===== config.mk =====
export PLATFORM = sky130hd
export DESIGN_NAME = rtc_bus_ctrl
export DESIGN_NICKNAME = d
export VERILOG_FILES = /design/src/rtl/rtc_bus_ctrl.sv
export SDC_FILE = /design/constraint.sdc
export NUM_CORES = 1
export LEC_CHECK = 0
export CAP_MARGIN = 20
export CORE_ASPECT_RATIO = 1.1
export CORE_MARGIN = 3
export CORE_UTILIZATION = 43
export CTS_CLUSTER_SIZE = 16
export DETAILED_ROUTE_END_ITERATION = 8
export PLACE_DENSITY = 0.81
export SLEW_MARGIN = 20
export SYNTH_ARGS = -nofsm -noshare
export SYNTH_HDL_FRONTEND = slang
export SYNTH_SLANG_ARGS = --single-unit

===== constraint.sdc =====
create_clock -name CLK -period 1.8 [get_ports CLK]
set_clock_uncertainty 0.1 [all_clocks]
set_input_delay 0.18 -clock CLK [delete_from_list [all_inputs] [get_ports CLK]]
set_output_delay 0.18 -clock CLK [all_outputs]
set_load 0.01 [all_outputs]

===== src/rtl/rtc_bus_ctrl.sv =====
// rtc_bus_ctrl: responder for menu/RTC accesses, runs one muxed
// address/data bus cycle per Acceso, with a two-write init after reset.
//
// Ports:
//   CLK, RST          clock, synchronous active-high reset
//   Acceso/Mod/Dir    request strobe, 1=write/0=read, register address
//   wr_data           write byte
//   FRW               ready (init done and idle)
//   rd_data/rd_valid  last read byte, one-cycle pulse in DONE of a read
//   CS_n/RD_n/WR_n    RTC strobes, active low
//   AD_sel            0=address phase, 1=data phase
//   AD_out/AD_oe      pad drive value and enable
//   AD_in             pad sample
module rtc_bus_ctrl #(
  parameter int         T_PHASE  = 4,
  parameter logic [7:0] INIT_REG = 8'h02
) (
  input  logic       CLK,
  input  logic       RST,
  input  logic       Acceso,
  input  logic       Mod,
  input  logic [6:0] Dir,
  input  logic [7:0] wr_data,
  output logic       FRW,
  output logic [7:0] rd_data,
  output logic       rd_valid,
  output logic       CS_n,
  output logic       RD_n,
  output logic       WR_n,
  output logic       AD_sel,
  output logic [7:0] AD_out,
  output logic       AD_oe,
  input  logic [7:0] AD_in
);

  localparam int CW = (T_PHASE > 2) ? $clog2(T_PHASE) : 1;
  localparam logic [CW-1:0] LAST = CW'(T_PHASE - 1);

  typedef enum logic [2:0] {
    INIT0, INIT1, IDLE, ADDR, GAP1, DATA, GAP2, DONE
  } state_t;

  state_t        state_q, state_d;
  logic [CW-1:0] cnt_q, cnt_d;
  logic [6:0]    dir_q, dir_d;
  logic [7:0]    wd_q, wd_d;
  logic          mod_q, mod_d;
  logic [1:0]    ini_q, ini_d;
  logic [7:0]    rd_d;
  logic          wrap;

  logic       frw_d, rv_d, cs_d, rdn_d, wrn_d, sel_d, oe_d;
  logic [7:0] out_d;

  assign wrap = (cnt_q == LAST);

  always_comb begin
    state_d = state_q;
    cnt_d   = '0;
    dir_d   = dir_q;
    wd_d    = wd_q;
    mod_d   = mod_q;
    ini_d   = ini_q;
    rd_d    = rd_data;
    unique case (state_q)
      INIT0: begin
        dir_d   = INIT_REG[6:0];
        wd_d    = 8'h10;
        mod_d   = 1'b1;
        ini_d   = 2'd1;
        state_d = ADDR;
      end
      // Stands in for the DONE cycle of the first init write and
      // dispatches the second one.
      INIT1: begin
        wd_d    = 8'h00;
        ini_d   = 2'd2;
        state_d = ADDR;
      end
      IDLE: begin
        if (Acceso) begin
          dir_d   = Dir;
          wd_d    = wr_data;
          mod_d   = Mod;
          ini_d   = 2'd0;
          state_d = ADDR;
        end
      end
      ADDR, GAP1, DATA, GAP2: begin
        cnt_d = wrap ? '0 : cnt_q + 1'b1;
        if (wrap) begin
          unique case (state_q)
            ADDR:    state_d = GAP1;
            GAP1:    state_d = DATA;
            DATA:    state_d = GAP2;
            default: state_d = (ini_q == 2'd1) ? INIT1 : DONE;
          endcase
        end
        if (state_q == DATA && wrap && !mod_q)
          rd_d = AD_in;
      end
      DONE: begin
        ini_d   = 2'd0;
        state_d = IDLE;
      end
      default: state_d = INIT0;
    endcase
  end

  // Bus outputs decoded from the next state so they leave flops.
  always_comb begin
    frw_d = (state_d == IDLE);
    rv_d  = (state_d == DONE) && !mod_d;
    cs_d  = 1'b1;
    rdn_d = 1'b1;
    wrn_d = 1'b1;
    sel_d = 1'b0;
    oe_d  = 1'b0;
    out_d = 8'h00;
    unique case (1'b1)
      state_d == ADDR: begin
        cs_d  = 1'b0;
        wrn_d = 1'b0;
        oe_d  = 1'b1;
        out_d = {1'b0, dir_d};
      end
      state_d == DATA: begin
        cs_d  = 1'b0;
        sel_d = 1'b1;
        if (mod_d) begin
          wrn_d = 1'b0;
          oe_d  = 1'b1;
          out_d = wd_d;
        end else begin
          rdn_d = 1'b0;
        end
      end
      default: ;
    endcase
  end

  always_ff @(posedge CLK) begin
    if (RST) begin
      state_q  <= INIT0;
      cnt_q    <= '0;
      dir_q    <= '0;
      wd_q     <= '0;
      mod_q    <= 1'b0;
      ini_q    <= 2'd0;
      rd_data  <= 8'h00;
      FRW      <= 1'b0;
      rd_valid <= 1'b0;
      CS_n     <= 1'b1;
      RD_n     <= 1'b1;
      WR_n     <= 1'b1;
      AD_sel   <= 1'b0;
      AD_out   <= 8'h00;
      AD_oe    <= 1'b0;
    end else begin
      state_q  <= state_d;
      cnt_q    <= cnt_d;
      dir_q    <= dir_d;
      wd_q     <= wd_d;
      mod_q    <= mod_d;
      ini_q    <= ini_d;
      rd_data  <= rd_d;
      FRW      <= frw_d;
      rd_valid <= rv_d;
      CS_n     <= cs_d;
      RD_n     <= rdn_d;
      WR_n     <= wrn_d;
      AD_sel   <= sel_d;
      AD_out   <= out_d;
      AD_oe    <= oe_d;
    end
  end

endmodule


; ---- After elaboration in Yosys (flattened, before gate mapping)
; Cells that the tools add are included.
[totals]
reg_bits = 46
inputBits = 27
out_inout_bits = 23
wordCells = 67
[classes]
n_addsub = 1
eq_ne = 14
mux = 21
n_bitwise = 2
reduce_logical = 14
[op_table]
columns = cell, count
row1 = $pmux 8 s3, 1
row2 = $eq 3x3->1 const B, 6
row3 = $mux 8, 2
row4 = $pmux 8 s2, 1
row5 = $pmux 7 s2, 1
row6 = $eq 3x2->1 const B, 4
row7 = $pmux 3 s4, 1
row8 = $mux 3, 3
row9 = $pmux 3 s3, 1
row10 = $pmux 2 s4, 1
row11 = $mux 7, 1
row12 = $pmux 1 s2, 3
row13 = $reduce_or 2->1, 3
row14 = $mux 1, 5
row15 = $reduce_and 2->1, 2
row16 = $reduce_bool 4->1, 1
row17 = $reduce_or 4->1, 1
row18 = $eq 3x1->1 const B, 1
row19 = $logic_and 1x1->1, 3
row20 = $logic_not 3->1, 1
row21 = $reduce_or 3->1, 1
row22 = $add 2x1->2 const B, 1
row23 = $eq 2x1->1 const B, 1
row24 = $eq 2x2->1 const B, 1
row25 = 4 further kinds, 6

; ---- Depth between registers and ports, before layout
; Gate-level depths: netlist (run 1).
[depth]
depth_word = 8
mapped_depth = 6
ltp_nobuf = 5

; ---- Least setup slack after synthesis (run 1)
; Ideal clock, no wire load.
[synth_path]
path_kind = flip-flop to flip-flop
from = reg state_q[2]
to = reg AD_out[3]
setup_time_ps = 128
arrival_ps = 1463
required_ps = 1572
setup_slack_ps = 110
stages_incl_launch_ff = 7
path_buffers = 2
period_less_slack_ps = 1690
path_cell_list = dfxtp_1 > buf_6 > or4b_4 > o221ai_4 > nand2b_1 > buf_6 > o22ai_1
[synth_via]
elab_chain_len = 6
elab_cells_between_ends = 21
classes_between = eq/ne: 9 / mux: 9 / reduce/logical: 3
[synth_lines]
columns = element, line
row1 = start: declaration, 43  ; state_t state_q, state_d;
row2 = start signal: assignment, 160  ; state_q <= state_d;
row3 = $eq 3x3->1 / $eq 3x2->1 (equally long branches), "65, 92"
row4 = $pmux 3 s3, 92  ; unique case (state_q)
row5 = $mux 3, 91  ; if (wrap) begin
row6 = $pmux 3 s4, 65  ; unique case (state_q)
row7 = $eq 3x3->1 / $eq 3x2->1 (equally long branches), "127, 121"
row8 = $pmux 8 s2 (*), 120  ; unique case (1'b1)
row9 = end signal: assignment, 173  ; AD_out <= out_d;
row10 = end: declaration, 31  ; output logic [7:0] AD_out,
; Mark *: on every way between the ends. The rest lies on a longest branch, timed or not.
; A chain may end at the register's enable or synchronous reset.

; ---- Worst setup path in the final report (run 1)
[layout_path]
from = in Acceso
to = reg AD_out[5]
[layout_via]
elab_chain_len = 4
elab_cells_between_ends = 12
classes_between = eq/ne: 2 / mux: 10
[layout_lines]
columns = element, line
row1 = start: declaration, 20  ; input logic Acceso,
row2 = "$mux 3, or another cell as far along", 81  ; if (Acceso) begin
row3 = "$pmux 3 s4, or another cell as far along", 65
row4 = "$eq 3x3->1, or another cell as far along", 127  ; state_d == DATA: begin
row5 = $pmux 8 s2 (*), 120
; Marks and branches as above.

==> results of run 1 <==
==> final cells by class <==
| cell class | instances | share of cell area, % |
|---|---|---|
| clock inverter | 2 | 1.42 |
| tap | 52 | 2.45 |
| clock buffer | 6 | 2.74 |
| multi-input combinational | 132 | 33.1 |
| sequential | 46 | 34.7 |
| timing repair buffer | 66 | 24.7 |
| inverter | 6 | 0.849 |
==> placed cells by master, fill, tap and decap left out, types with 8 or more instances in the layout <==
cell / n
dfxtp_1: 46
buf_4: 14
nor2_1: 33
a31oi_1: 8
mux2i_1: 8
clkdlybuf4s50_1: 49
==> per-stage QoR <==
| stage | utilization, % | setup WS (ps) |
|---|---|---|
| floorplan | - | 110 |
| global placement | 62.1 | -170 |
| detailed placement | 62.1 | -254 |
| CTS | 64.8 | 54.2 |
| global route | 64.9 | 5.05 |
| finish | 64.9 | 91.2 |
==> power by group through the flow <==
| stage | clock network, W | logic (W) | registers [W] |
|---|---|---|---|
| finish | 0.000756 | 0.000254 | 0.00107 |
| global route | 0.000824 | 0.000276 | 0.00107 |
| CTS | 0.000775 | 0.000253 | 0.00107 |
| detailed placement | 0 | 0.000252 | 0.00109 |
| global placement | 0 | 0.000248 | 0.00109 |
| floorplan | 0 | 0.000115 | 0.00109 |
==> cells by family (layout without fill, tap and decap cells) <==
| family | count (synthesis) | in the layout | synth area share, % |
|---|---|---|---|
| AO/OA/AOI/OAI | 48 | 48 | 18.4 |
| XOR/XNOR | 1 | 1 | 0.466 |
| adder cells (fa/ha/maj) | 1 | 1 | 0.665 |
| buffers and inverters | 19 | 80 | 4.72 |
| flip-flops | 46 | 46 | 48.9 |
| multiplexers | 15 | 15 | 8.44 |
| AND/OR/NAND/NOR | 67 | 67 | 18.4 |
==> layer usage <==
metal	routed length, um	GRT usage [%]
met1	1870	20.8
met4	87	8.24
met5	0	0
met3	243	4.35
met2	2160	29.1
==> how the worst min path moves through the flow <==
| stage | start | endpoint | slack, ps | cells after the start |
|---|---|---|---|---|
| floorplan | RST | dir_q[1]$_SDFF_PP0_ | 160 | 1 |
| global placement | cnt_q[0]$_SDFF_PP0_ | cnt_q[0]$_SDFF_PP0_ | 310 | 1 |
| detailed placement | cnt_q[0]$_SDFF_PP0_ | cnt_q[0]$_SDFF_PP0_ | 320 | 1 |
| CTS | cnt_q[0]$_SDFF_PP0_ | cnt_q[0]$_SDFF_PP0_ | 330 | 1 |
| global route | cnt_q[0]$_SDFF_PP0_ | cnt_q[0]$_SDFF_PP0_ | 340 | 1 |
| finish | cnt_q[0]$_SDFF_PP0_ | cnt_q[0]$_SDFF_PP0_ | 330 | 1 |
==> synth_stat cells <==
cell	n
and3b_1	1
dfxtp_1	46
nor3_4	1
nand2b_1	7
inv_1	6
nor4_1	1
a21boi_0	7
nor4bb_1	1
nor3_1	1
or4b_4	1
nor2_1	33
a21oi_1	7
buf_1	1
and2b_1	2
and2_1	2
o221ai_4	1
o31a_1	1
o211a_1	1
o21ai_0	3
o31ai_1	1
o2bb2ai_1	1
or3_1	1
a31oi_1	8
buf_2	2
nor3_2	1
a211oi_1	1
buf_6	2
o22ai_1	6
o21bai_1	1
nand2_1	8
mux2i_1	8
a311o_1	1
a22oi_1	7
mux2_2	7
a311oi_1	2
ha_1	1
xnor2_1	1
nor2b_1	7
clkbuf_1	8
==> timing repair <==
action,in CTS,in global routing
resized for setup,0,2
hold endpoints to repair,0,0
endpoints found under the setup margin,0,8
==> sequential cells by signal (all words and copies together) (netlist names) <==
signal / cells
AD_sel: 1
AD_oe: 1
CS_n: 1
FRW: 1
ini_q: 2
AD_out: 8
WR_n: 1
rd_data: 8
dir_q: 7
mod_q: 1
RD_n: 1
cnt_q: 2
rd_valid: 1
wd_q: 8
state_q: 3
==> impl_metrics.ini, run 1 <==
[outcome]
status = finished clean

[placement]
placed_area_um2 = 2540
gp_congestion = 0.846
hpwlAfterDp_mm = 3.17
dp.cells = 302
port_buffers = 49

[clocking]
clk_path_buf_depth = 2
clkTransAtPathRegs_ps = 80
ctsHoldBuffers = 0
root_buffer = clkbuf_8
h-tree-depth = 2
cts_made_buffers = 5
post_cts_buffers = 0
cts_tree = yes
clock_latency_ps = 290
clock-sinks = 46

[detailed_routing]
via_per_inst = 5.27
num_vias = 1634
ant_nets = 0
wl_per_cell_um = 14.1
first_pass_iters = 4
finalWirelength_mm = 4.36
drc = 0
drtIter0Drc = 110

[setup_path]
worstReg2RegEnd = AD_out[5]$_SDFF_PP0_
arrival_ps = 1790
cpLargestDelayFamily = buffers and inverters
start_kind = input port
path_cells = clkdlybuf4s50_1 -> buf_4 -> nor2b_2 -> buf_4 -> mux2_2 -> a22oi_1 -> o22ai_1
r2r_start = state_q[2]$_SDFF_PP0_
crit_path_end = AD_out[5]$_SDFF_PP0_
slowest_delay_ps = 520
setup.worst_path.end_class = register
ff2ff_path_depth = 5
path_buf_inv = 3
r2r_slack_ps = 120
slowest_stage = clkdlybuf4s50_1
crit_path_start = Acceso
cp.required_ps = 1880
worstSetupPathType = in -> reg
crit_path_max_fanout = 5
critical_path_depth = 7
crit_top_cell = buf_4

[pwr]
seq_power_share_pct = 51.3
ir_drop_mv = 0.524
power_density_nw_per_um2 = 783
power.switching_w = 0.000467
p_comb_share_pct = 12.2
internal_power_w = 0.00161
p_sw_share_pct = 22.5
leakagePower_nw = 1.01
power_w = 0.00208
pwr-share-clk_pct = 36.4

[logic_synthesis]
yosysWarnings = 0
syn_inst = 197
avgSynthCellArea_um2 = 9.55
synth-seq-cells = 46
yosysSeqAreaShare_pct = 48.9
yosysTopAreaCellShare_pct = 48.9
syn_area_um2 = 1880
synth_top_area_cell = dfxtp_1
synthDistinctLibCells = 39
synthTopCellsByArea = dfxtp_1, nor2_1, mux2i_1
syn-num-nets = 225

[sta]
hold_viol = 0
relSlewSlack_pct = 74.0
fmax_ghz = 0.585
period_minus_slack_ps = 1710
timing.hold.ws_ps = 326
final_max_slew_viol_count = 0
fin_crit_sh_pct = 94.9
final-setup-viol-count = 0
tns_ps = 0
tightest_slew_ps = 387
rsz0062_at_grt = false

[worst_hold_path]
hold_class = reg -> reg

[grt]
gr-total-overflow = 0
grt_pass1_vias = 1580
antenna_found_initial = 0
grt_usage_pct = 17.2
grt_pass1_wl_mm = 7.10
grt_max_degree = 29

[layout]
final_area_um2 = 2650
register_area_um2 = 921
fin_nets = 285
area_growth_pct = 40.9
num_antenna_cells = 0
fill_cells = 350
multi_input_area_um2 = 877
drive_above_1_share_pct = 14.3
final_cells = 310

[floorplan]
ios = 50
die-area_um2 = 5210
initial_utilization_pct = 46.1
die_h_um = 75.4
die_x_um = 69.1
core_area_um2 = 4080
rows = 24

[job]
drv_cap = 0
Note: power is estimated with default switching activity, not from simulation.
==> inputs of run 2 (changes only) <==
--- a/config.mk
+++ b/config.mk
@@ -12,7 +12,7 @@
 export CTS_CLUSTER_SIZE = 16
 export DETAILED_ROUTE_END_ITERATION = 8
 export PLACE_DENSITY = 0.81
-export SLEW_MARGIN = 20
+export SLEW_MARGIN = 10
 export SYNTH_ARGS = -nofsm -noshare
 export SYNTH_HDL_FRONTEND = slang
 export SYNTH_SLANG_ARGS = --single-unit
==> results of run 2 <==
Final layout, timing and power as in run 1 (identical DEF).
==> inputs of run 3 (changes only) <==
--- a/config.mk
+++ b/config.mk
@@ -11,7 +11,7 @@
 export CORE_UTILIZATION = 43
 export CTS_CLUSTER_SIZE = 16
 export DETAILED_ROUTE_END_ITERATION = 8
-export PLACE_DENSITY = 0.81
+export PLACE_DENSITY_LB_ADDON = 0.05
 export SLEW_MARGIN = 10
 export SYNTH_ARGS = -nofsm -noshare
 export SYNTH_HDL_FRONTEND = slang
==> impl_metrics.ini, run 3 (synthesized netlist as in run 1, its figures left out) <==
[outcome]
status = finished clean

[detailed_routing]
drc = 0
finalWirelength_mm = 4.50
via_per_inst = 5.18
ant_nets = 0
drtIter0Drc = 60
num_vias = 1596
wl_per_cell_um = 14.6
first_pass_iters = 4

[setup_path]
setup.worst_path.end_class = register
path_buf_inv = 2
start_kind = register
cpLargestDelayFamily = buffers and inverters
slowest_delay_ps = 350
crit_top_cell = buf_4
worstSetupPathType = reg -> reg
path_cells = buf_4 -> nor2b_1 -> buf_4 -> mux2_2 -> a22oi_1 -> o22ai_1
crit_path_max_fanout = 14
slowest_stage = mux2_2
arrival_ps = 1760
cp.required_ps = 1880

[grt]
gr-total-overflow = 0
grt_max_degree = 29
antenna_found_initial = 0
grt_pass1_vias = 1633
grt_usage_pct = 17.8
grt_pass1_wl_mm = 7.38

[layout]
reg.largest.list = AD_out x8, rd_data x8, wd_q x8
final_cell_mix = clkdlybuf4s50_1, dfxtp_1, nor2_1, buf_4
final_area_um2 = 2640
fill_cells = 357
final_common_cell = clkdlybuf4s50_1
area_growth_pct = 40.5
multi_input_area_um2 = 877
num_antenna_cells = 0
drive_above_1_share_pct = 13.7
fin_util_pct = 64.7
register_area_um2 = 921
fin_nets = 283

[floorplan]
core_area_um2 = 4080
initial_utilization_pct = 46.1
ios = 50
die_x_um = 69.1
die_h_um = 75.4
die-area_um2 = 5210
rows = 24

[clocking]
clock-sinks = 46
root_buffer = clkbuf_8
cts_tree = yes
h-tree-depth = 2
clkTransAtPathRegs_ps = 80
clock_latency_ps = 300
cts_made_buffers = 5
post_cts_buffers = 0
clk_path_buf_depth = 2

[sta]
period_minus_slack_ps = 1690
tightest_slew_ps = 376
fmax_ghz = 0.593
final_max_slew_viol_count = 0
rsz0062_at_grt = false
hold_viol = 0
fin_crit_sh_pct = 93.7
final-setup-viol-count = 0
relSlewSlack_pct = 74.8

[job]
drv_cap = 0

[worst_hold_path]
hold_class = reg -> reg

[placement]
hpwlAfterDp_mm = 3.30
gp_congestion = 0.794
placed_area_um2 = 2500
port_buffers = 49

[pwr]
ir_drop_mv = 0.714
power_density_nw_per_um2 = 850
leakagePower_nw = 1.01
[run 3: layout make-up]
class | instances | share of cell area, %
clock buffer | 6 | 3.12
clock inverter | 2 | 2.27
inverter | 6 | 0.852
multi-input combinational | 132 | 33.2
sequential | 46 | 34.8
tap | 52 | 2.46
timing repair buffer | 64 | 23.3
[run 3: final timing paths]
path / slack [ps] / end / cells after the start / from
worst min-delay path: 330 / cnt_q[0]$_SDFF_PP0_ / 1 / cnt_q[0]$_SDFF_PP0_
worst min register to register: 330 / cnt_q[0]$_SDFF_PP0_ / 1 / cnt_q[0]$_SDFF_PP0_
worst max register to register: 110 / AD_out[6]$_SDFF_PP0_ / 6 / state_q[0]$_SDFF_PP0_
worst max-delay path: 110 / AD_out[6]$_SDFF_PP0_ / 6 / state_q[0]$_SDFF_PP0_
[run 3: worst reg2reg max path: stages (launching register included)]
cell	delay (ps)
dfxtp_1	320
buf_4	180
nor2b_1	110
buf_4	180
mux2_2	350
a22oi_1	200
o22ai_1	130
[run 3: power by group]
part | switching (W) | total [W] | internal [W]
Clock | 0.000339 | 0.000931 | 0.000592
Sequential | 0.0000160 | 0.00107 | 0.00105
Combinational | 0.000109 | 0.000250 | 0.000142
Total | 0.000464 | 0.00225 | 0.00178
[run 3: routing by layer]
| metal | vias to the layer above | share of wire [%] | global-route usage [%] |
|---|---|---|---|
| met3 | 7 | 5.2 | 5.41 |
| met2 | 43 | 52 | 33.9 |
| met1 | 738 | 42 | 19.3 |
| li1 | 808 | - | - |
| met5 | - | 0 | 0 |
| met4 | 0 | 1.2 | 5.86 |
[run 3: metrics by stage]
step                TNS, ps  total power [W]  instances  hold slack (ps)  setup WS, ps
floorplan                 0          0.00121        197              165           110
global placement      -1050          0.00133        300              306          -119
detailed placement    -2010          0.00134        300              320          -173
CTS                       0          0.00226        308              332          83.3
global route              0          0.00232        308              366          7.64
finish                    0          0.00225        308              328           114
[run 3: timing repair]
action / in CTS / in global routing
endpoints found under the setup margin: 0 / 1
hold buffers: 0 / 0
resized for setup: 0 / 1
